File: config.mk
export PLATFORM = sky130hd
export DESIGN_NAME = flash_read_arbiter
export DESIGN_NICKNAME = d
export VERILOG_FILES = /design/src/rtl/flash_read_arbiter_pkg.sv /design/src/rtl/flash_read_arbiter_rr_arb2.sv /design/src/rtl/flash_read_arbiter.sv
export SDC_FILE = /design/constraint.sdc
export NUM_CORES = 1
export LEC_CHECK = 0
export CAP_MARGIN = 20
export CELL_PAD_IN_SITES_DETAIL_PLACEMENT = 2
export CELL_PAD_IN_SITES_GLOBAL_PLACEMENT = 2
export CORE_UTILIZATION = 25
export CTS_CLUSTER_DIAMETER = 120
export CTS_CLUSTER_SIZE = 12
export DETAILED_ROUTE_END_ITERATION = 6
export GPL_TIMING_DRIVEN = 0
export PLACE_DENSITY = 0.84
export REMOVE_ABC_BUFFERS = 1
export SLEW_MARGIN = 20
export SYNTH_ARGS = -nofsm -noshare
export SYNTH_HDL_FRONTEND = slang
export SYNTH_SLANG_ARGS = --single-unit
File: constraint.sdc
create_clock -name clk -period 3.41 [get_ports clk]
set_clock_uncertainty 0.2 [all_clocks]
set_input_delay 0.682 -clock clk [delete_from_list [all_inputs] [get_ports clk]]
set_output_delay 0.682 -clock clk [all_outputs]
set_load 0.02 [all_outputs]
File: src/rtl/flash_read_arbiter_pkg.sv
// Shared definitions for the flash read arbiter: bus widths, FSM encoding
// and a small helper for turning a two-port one-hot grant into an index.
package flash_read_arbiter_pkg;

    localparam int FLASH_ADDR_W = 24;
    localparam int FLASH_BYTE_W = 8;
    localparam int NUM_PORTS    = 2;

    typedef enum logic [1:0] {
        ST_INIT   = 2'd0,
        ST_ARB    = 2'd1,
        ST_GAP    = 2'd2,
        ST_STREAM = 2'd3
    } fsm_state_t;

    function automatic logic grant_to_idx(input logic [NUM_PORTS-1:0] grant);
        return grant[1];
    endfunction

endpackage

File: src/rtl/flash_read_arbiter_rr_arb2.sv
// Two-request round-robin arbiter: combinational one-hot grant, with a
// pointer register that moves away from whichever port was just served.
module rr_arb2 (
    input  logic       clk,
    input  logic       rst,
    input  logic [1:0] i_req,
    input  logic       i_advance,
    output logic [1:0] o_grant
);

    // r_ptr = 0 favours port 0 when both ports request together
    logic r_ptr;

    always_comb begin
        o_grant = 2'b00;
        if (i_req == 2'b11) begin
            o_grant = r_ptr ? 2'b10 : 2'b01;
        end else begin
            o_grant = i_req;
        end
    end

    always_ff @(posedge clk or posedge rst) begin
        if (rst) begin
            r_ptr <= 1'b0;
        end else if (i_advance && (|o_grant)) begin
            r_ptr <= o_grant[0];
        end
    end

endmodule

File: src/rtl/flash_read_arbiter.sv
// Shares one QSPI XIP flash reader between an instruction-fetch port and a
// loader port: round-robin grant, do_read/addr sequencing, byte routing.
module flash_read_arbiter
    import flash_read_arbiter_pkg::*;
#(
    parameter int GAP_CYCLES = 1,
    parameter int LEN_W      = 8
) (
    input  logic                    clk,
    input  logic                    rst,
    input  logic                    i_req0,
    input  logic                    i_req1,
    input  logic [FLASH_ADDR_W-1:0] i_addr0,
    input  logic [FLASH_ADDR_W-1:0] i_addr1,
    input  logic [LEN_W-1:0]        i_len0,
    input  logic [LEN_W-1:0]        i_len1,
    output logic                    o_ack0,
    output logic                    o_ack1,
    output logic                    o_rd_valid0,
    output logic                    o_rd_valid1,
    output logic                    o_rd_last0,
    output logic                    o_rd_last1,
    output logic [FLASH_BYTE_W-1:0] o_rd_data,
    output logic                    o_busy,
    input  logic                    i_fl_setup_done,
    output logic [FLASH_ADDR_W-1:0] o_fl_addr,
    output logic                    o_fl_do_read,
    input  logic                    i_fl_data_ready,
    input  logic [FLASH_BYTE_W-1:0] i_fl_data
);

    localparam int CNT_W = LEN_W + 1;
    localparam int GAP_W = (GAP_CYCLES > 1) ? $clog2(GAP_CYCLES) : 1;

    fsm_state_t r_state;
    fsm_state_t w_state_next;

    logic [NUM_PORTS-1:0]    w_req;
    logic [NUM_PORTS-1:0]    w_grant;
    logic                    w_grant_idx;
    logic [FLASH_ADDR_W-1:0] w_addr_port [NUM_PORTS];
    logic [LEN_W-1:0]        w_len_port  [NUM_PORTS];
    logic [LEN_W-1:0]        w_len_sel;

    logic                    w_grant_take;
    logic                    w_byte_take;
    logic                    w_last_byte;
    logic                    w_fl_do_read_next;
    logic                    w_busy_next;
    logic [NUM_PORTS-1:0]    w_ack_next;
    logic [NUM_PORTS-1:0]    w_rd_valid_next;
    logic [NUM_PORTS-1:0]    w_rd_last_next;

    logic                    r_owner;
    logic [CNT_W-1:0]        r_remain;
    logic [GAP_W-1:0]        r_gap_cnt;
    logic [NUM_PORTS-1:0]    r_ack;
    logic [NUM_PORTS-1:0]    r_rd_valid;
    logic [NUM_PORTS-1:0]    r_rd_last;
    logic [FLASH_BYTE_W-1:0] r_rd_data;
    logic                    r_busy;
    logic [FLASH_ADDR_W-1:0] r_fl_addr;
    logic                    r_fl_do_read;

    assign w_req          = {i_req1, i_req0};
    assign w_addr_port[0] = i_addr0;
    assign w_addr_port[1] = i_addr1;
    assign w_len_port[0]  = i_len0;
    assign w_len_port[1]  = i_len1;
    assign w_grant_idx    = grant_to_idx(w_grant);
    assign w_len_sel      = w_len_port[w_grant_idx];

    rr_arb2 u_rr_arb2 (
        .clk       (clk),
        .rst       (rst),
        .i_req     (w_req),
        .i_advance (w_grant_take),
        .o_grant   (w_grant)
    );

    // State register
    always_ff @(posedge clk or posedge rst) begin
        if (rst) begin
            r_state <= ST_INIT;
        end else begin
            r_state <= w_state_next;
        end
    end

    // Next-state logic
    always_comb begin
        w_state_next = r_state;
        case (r_state)
            ST_INIT: begin
                if (i_fl_setup_done) begin
                    w_state_next = ST_ARB;
                end
            end
            ST_ARB: begin
                if (|w_req) begin
                    w_state_next = ST_GAP;
                end
            end
            ST_GAP: begin
                if (r_gap_cnt == '0) begin
                    w_state_next = ST_STREAM;
                end
            end
            ST_STREAM: begin
                if (i_fl_data_ready && (r_remain == CNT_W'(1))) begin
                    w_state_next = ST_ARB;
                end
            end
            default: w_state_next = ST_INIT;
        endcase
    end

    // Output/next-value logic; do_read and busy follow the state being entered
    // so that they change in the same registered update as the state itself.
    always_comb begin
        w_grant_take      = (r_state == ST_ARB) && (|w_req);
        w_byte_take       = (r_state == ST_STREAM) && i_fl_data_ready;
        w_last_byte       = (r_remain == CNT_W'(1));
        w_fl_do_read_next = (w_state_next == ST_STREAM);
        w_busy_next       = (w_state_next == ST_GAP) || (w_state_next == ST_STREAM);
    end

    for (genvar gi = 0; gi < NUM_PORTS; gi++) begin : g_port
        assign w_ack_next[gi]      = w_grant_take && w_grant[gi];
        assign w_rd_valid_next[gi] = w_byte_take && (r_owner == 1'(gi));
        assign w_rd_last_next[gi]  = w_byte_take && w_last_byte && (r_owner == 1'(gi));
    end

    always_ff @(posedge clk or posedge rst) begin
        if (rst) begin
            r_ack        <= '0;
            r_rd_valid   <= '0;
            r_rd_last    <= '0;
            r_rd_data    <= '0;
            r_busy       <= 1'b0;
            r_fl_addr    <= '0;
            r_fl_do_read <= 1'b0;
            r_owner      <= 1'b0;
            r_remain     <= '0;
            r_gap_cnt    <= '0;
        end else begin
            r_ack        <= w_ack_next;
            r_rd_valid   <= w_rd_valid_next;
            r_rd_last    <= w_rd_last_next;
            r_busy       <= w_busy_next;
            r_fl_do_read <= w_fl_do_read_next;

            if (w_grant_take) begin
                r_owner   <= w_grant_idx;
                r_fl_addr <= w_addr_port[w_grant_idx];
                // len = 0 stands for a full 2**LEN_W byte burst
                r_remain  <= (w_len_sel == '0) ? {1'b1, {LEN_W{1'b0}}} : {1'b0, w_len_sel};
                r_gap_cnt <= GAP_W'(GAP_CYCLES - 1);
            end else if ((r_state == ST_GAP) && (r_gap_cnt != '0)) begin
                r_gap_cnt <= r_gap_cnt - GAP_W'(1);
            end

            if (w_byte_take) begin
                r_rd_data <= i_fl_data;
                r_remain  <= r_remain - CNT_W'(1);
            end
        end
    end

    assign o_ack0       = r_ack[0];
    assign o_ack1       = r_ack[1];
    assign o_rd_valid0  = r_rd_valid[0];
    assign o_rd_valid1  = r_rd_valid[1];
    assign o_rd_last0   = r_rd_last[0];
    assign o_rd_last1   = r_rd_last[1];
    assign o_rd_data    = r_rd_data;
    assign o_busy       = r_busy;
    assign o_fl_addr    = r_fl_addr;
    assign o_fl_do_read = r_fl_do_read;

endmodule
* Word level (Yosys, flattened, before mapping)
Index checks and enable logic that the tools add are counted.
** Cells by class
- Add/subtract/negate cells :: 2
- Magnitude comparators :: 1
- Equality and inequality tests :: 7
- Multiplexer cells :: 18
- Bitwise operators :: 2
- Reduce and logical (&&, ||, !) cells :: 19
** Operator list (count)
- 24-bit 2-to-1 mux :: 3
- 9-bit 2-to-1 mux :: 3
- 8-bit 2-to-1 mux :: 3
- 1-bit logical AND :: 12
- 2-bit 2-to-1 mux :: 6
- 2-bit equality test (second input constant) :: 5
- 9-bit by 1-bit equality test with 1-bit output (second input constant) :: 1
- 9-bit by 1-bit subtractor with 9-bit output (second input constant) :: 1
- 8-bit zero test :: 1
- 2-bit one-hot mux with 4 select lines :: 1
- 2-bit nonzero test :: 2
- 2-bit OR reduction :: 2
- 2-bit by 1-bit equality test with 1-bit output (second input constant) :: 1
- 2-bit greater-or-equal comparator (second input constant) :: 1
- 2-bit zero test :: 1
- 1-bit 2-to-1 mux :: 2
- 1-bit NOT with 2-bit output :: 1
- 1-bit logical OR :: 1
- 1-bit NOT :: 1
- 1-bit subtractor (second input constant) :: 1
** Word-level totals
- Bits in registers :: 54
- Bits of input ports :: 78
- Output and inout bits :: 40
- Logic and storage cells :: 61

* Depth between registers and ports, before layout
- Depth after elaboration :: 10
- Depth in mapped cells :: 7
- Mapped depth without buffers :: 5

* Hierarchy
A second synthesis with hierarchy kept.
** Unflattened totals
- Cell total of the unflattened synthesis :: 258
- Area, all modules :: 2563.7 sq um
** Modules (own cells, without submodules)
- flash_read_arbiter :: times used 1, cells an instance 251, area an instance 2504.9 sq um
- rr_arb2 :: times used 1, cells an instance 7, area an instance 58.8 sq um

* Worst setup path before layout
No wires, ideal clock.
- Path kind :: input port to flip-flop
- Start point :: input port i_req0
- End point :: register r_remain[2]
- Setup time :: 0.126 ns
- Arrival :: 1.648 ns
- Required time :: 3.084 ns
- Slack :: 1.436 ns
- Stages on the path :: 4
- Path buffers :: 0
- Cells stage by stage :: inv_1 > o21ai_2 > mux2_2 > a221o_1
** On the way
- Cells in the longest elaborated chain, start to end :: 10
- Elaborated cells between the ends (all ways) :: 13
- Those cells by class :: eq/ne (1); mux (7); bitwise (1); reduce/logical (4)
** RTL lines
- from (decl) :: RTL line flash_read_arbiter.sv:11 : input logic i_req0,
- 2-bit equality test :: RTL line flash_read_arbiter_rr_arb2.sv:16 : if (i_req == 2'b11) begin
- 2-bit 2-to-1 mux :: RTL line flash_read_arbiter_rr_arb2.sv:16
- 1-bit NOT with 2-bit output (implied by the code) :: RTL line flash_read_arbiter.sv:71 : assign w_len_sel = w_len_port[w_grant_idx];
- 8-bit 2-to-1 mux (implied by the code) (3 in a row) :: RTL line flash_read_arbiter.sv:71
- 8-bit zero test :: RTL line flash_read_arbiter.sv:157 : r_remain <= (w_len_sel == '0) ? {1'b1, {LEN_W{1'b0}}} : {1'b0, w_len_sel};
- 9-bit 2-to-1 mux :: RTL line flash_read_arbiter.sv:157
- 9-bit 2-to-1 mux :: RTL line flash_read_arbiter.sv:153 : if (w_grant_take) begin
- 9-bit 2-to-1 mux :: RTL line flash_read_arbiter.sv:163 : if (w_byte_take) begin
- to (signal assigned) :: RTL line flash_read_arbiter.sv:157
- to (signal assigned) :: RTL line flash_read_arbiter.sv:165 : r_remain <= r_remain - CNT_W'(1);
- to (decl) :: RTL line flash_read_arbiter.sv:55 : logic [CNT_W-1:0] r_remain;
Several ways; a longest one is shown, not always the timed one. The select of a mux whose other input is x is not followed.
A chain may end at the register's enable or synchronous reset.

* Final worst setup path
- Start point :: input port i_req1
- End point :: register r_remain[7]
** On the way
- Cells in the longest elaborated chain, start to end :: 10
- Elaborated cells between the ends (all ways) :: 13
- Those cells by class :: eq/ne (1); mux (7); bitwise (1); reduce/logical (4)
** RTL lines
- from (decl) :: RTL line flash_read_arbiter.sv:12 : input logic i_req1,
- 2-bit equality test :: RTL line flash_read_arbiter_rr_arb2.sv:16
- 2-bit 2-to-1 mux :: RTL line flash_read_arbiter_rr_arb2.sv:16
- 1-bit NOT with 2-bit output (implied by the code) :: RTL line flash_read_arbiter.sv:71
- 8-bit 2-to-1 mux (implied by the code) (3 in a row) :: RTL line flash_read_arbiter.sv:71
- 8-bit zero test :: RTL line flash_read_arbiter.sv:157
- 9-bit 2-to-1 mux :: RTL line flash_read_arbiter.sv:157
- 9-bit 2-to-1 mux :: RTL line flash_read_arbiter.sv:153
- 9-bit 2-to-1 mux :: RTL line flash_read_arbiter.sv:163
Several ways; a longest one is shown, not always the timed one. The select of a mux whose other input is x is not followed.

==> metrics.md <==
| Metric | Value |
|---|---|
| Outcome | finished, final reports clean |
| Max VDD drop | between 200 and 300 µV |
| Final period util | roughly 82% |
| Slew @ Worst Pin | 895 ps |
| Leakage power | between 0.0015 and 0.002 µW |
| Clk_lat worst skew | 320 ps |
| Area of the multi-input gates | between 1000 and 1500 µm² |
| Max Clk Rate | between 300 and 400 MHz |
| Number of synthesized flops with an enable pin | 0 |
| Hold path start | o_rd_data[4]$_DFFE_PP0P_ |
| Sequential share of the synthesized area | around 54% |
| Detailed placement HPWL | 6300 µm |
| Htree depth | 2 |
| Clock transition at path regs | 110 ps |
| DR vias | approximately 2.3k |
| CP Capture Type | register |
| Starting Density | 25.7% |
| Yosys cell types | 37 |
| Hold Buf Count CTS | 0 |
| Post-Synthesis Cells | 252 |
| Commonest non-fill, non-tap cell in the layout | clkdlybuf4s50_1 |
| Die Width | slightly above 100 µm |
| Final hold vios | 0 |
| Hold WC Path Type | register to register |
| Power per cell area | 764 nW/µm² |
| Ys Warns | 0 |
| Core area | between 9000 and 10000 µm² |
| Worst endpoint required time | 3420 ps |
| Post-cts resize count | 0 |
| Layout fillers | 1081 |
| Initial DRC count | 43 |
| Postcts setup bufs | 0 |
| Die Y | 102 µm |
| CTS Buffer Depth | 2 |
| RSZ-0062 raised after global routing | no |
| Placed Instances | ~490 |
| Port bufs | between 100 and 150 |
| Hold EP | o_rd_data[4]$_DFFE_PP0P_ |
| Mapped Area | roughly 2500 µm² |
| Clock sink total | 54 |
| ANT cells | 0 |
| Average wire per standard cell | between 15 and 20 µm |
| Crit Path Class | input pin to register |
| Fin Hold WS | around 290 ps |
| Layout cells sized above 1 | 4.36% |
| NumNets Final | between 400 and 500 |
| Number of CTS-inserted buffers | 5 |
| Crit Reg-Reg Endpoint | r_remain[7]$_DFFE_PP0P_ |
| # setup viols final | 0 |
| Rel. slew slack | between 40 and 50% |
| Row count | 36 |
| Initial antenna violation count | 0 |
| Number of cells on the worst reg-to-reg path | 5 |
| Final wirelength | ~8200 µm |
| Final Slew Violations | 0 |
| Element type at the critical path start | input pin |
| Register Area | 1350 µm² |
| Boundary Pins | 118 |
| FF+latch count, synth | between 50 and 60 |
| Cell Count, Final, Fillers Out | 500 |
| CTS tree | built |
| GPL Wtd Cong | about 0.76 |
| Setup crit start | i_req1 |
| Overflow after GRT | 0 |
| Reg2reg setup slack | 1090 ps |
| Async set-reset flop share out of synthesis | between 90% and 100% |
| Number of global-route vias before repair | around 2.6k |
| Final ANT Viol Nets | 0 |
| Crit path DAT | ~2800 ps |
| Gr usage total | around 16% |
| Crit-path max FO | 46 |
| Reg-to-Reg Start | r_state[0]$_DFF_PP0_ |
| Drt drc | 0 |
| Commonest cells after routing, fill and taps aside | clkdlybuf4s50_1 (117), dfrtp_1 (54), nand2_1 (51) |
| Pre-Repair DR Iteration Count | 4 |
| Fin util | ~41% |
| Die area | 10500 µm² |
| Largest net degree at the start of global routing | 55 |
| First-pass GRT wire length | roughly 13000 µm |
| Fin Setup TNS | 0 ps |
| Max Cap Viol | 0 |
| Vias/cell | around 4.7 |
| Hold Path Depth | 2 |
| Dominant synthesized flop cell | dfrtp_1 |
| Fin crit period | 2790 ps |
| Root buffer cell | clkbuf_8 |
| Avg Inst Size Synth | approximately 10 µm² |
| Layout area overhead | 57.6% |
-- sequential cells by signal, summed over array words and instances (netlist names) --
name and count:
o_busy 1, o_fl_addr 24, o_fl_do_read 1, o_rd_data 8, r_ack 2, r_gap_cnt 1
r_owner 1, r_rd_last 2, r_rd_valid 2, r_remain 9, r_state 2, u_rr_arb2.r_ptr 1
-- synthesized netlist by cell type, types with 3 or more instances --
master	instances	share of area [%]
o21ai_1	25	5.0
a21oi_1	5	0.99
mux2i_1	31	12
o21ai_0	7	1.4
buf_2	5	0.99
nor2_1	14	2.1
nor4_1	5	1.2
clkbuf_1	6	0.90
o221ai_1	3	1.0
nand2_1	51	7.6
nand3_1	6	1.2
nor3_1	3	0.60
dfrtp_1	54	54
inv_1	6	0.90
-- worst max-delay path by stage --
stage | slack [ps] | to | cells past startpoint
floorplan | 370 | r_remain[2]$_DFFE_PP0P_ | 4
global placement | -590 | r_remain[2]$_DFFE_PP0P_ | 5
finish | 620 | r_remain[7]$_DFFE_PP0P_ | 6
detailed placement | 270 | r_remain[7]$_DFFE_PP0P_ | 6
global route | 560 | r_remain[7]$_DFFE_PP0P_ | 6
CTS | 620 | r_remain[7]$_DFFE_PP0P_ | 6
-- layer usage --
metal / global-route usage [%] / vias to the layer above / share of wire, %
met5: 0 / - / 0
met4: 5.27 / 0 / 0.89
met3: 2.39 / 5 / 3.7
met2: 30.0 / 59 / 55
met1: 19.5 / 1160 / 41
li1: - / 1110 / -
-- through the flow --
step           setup slack, ps  instance area, µm²  power [µW]
4_1_cts                    623                3970        3080
2_1_floorplan              366                2460        1860
5_1_grt                    561                3970        3250
3_5_place_dp               267                3850        2620
3_3_place_gp              -589                3790        2510
6_report                   621                3970        3030
-- cell type report --
type                       instances  share of cell area (%)
timing repair buffer             119                    30.7
clock buffer                       5                    1.74
sequential                        54                    34.1
multi-input combinational        179                    27.4
clock inverter                     3                    1.10
inverter                           7                   0.726
tap                              133                    4.20
-- critical path: stages --
cell,delay (ps)
clkdlybuf4s50_1,570
nor2_1,120
or3_2,620
buf_12,260
and3_1,180
or3_1,350
-- cells by family after synthesis --
group	count (synthesis)	synth area share [%]
and+or+nand+nor	94	16.9
muxes	33	13.2
DFF	54	53.7
AOI/OAI and AO/OA	50	11.8
adders and majority gates	2	0.994
buffers and inverters	19	3.38
-- report_power, final --
| group | internal [µW] | switching, µW |
|---|---|---|
| clock network | 221 | 234 |
| registers | 910 | 182 |
| logic | 692 | 792 |
(Power assumes the default switching activity.)
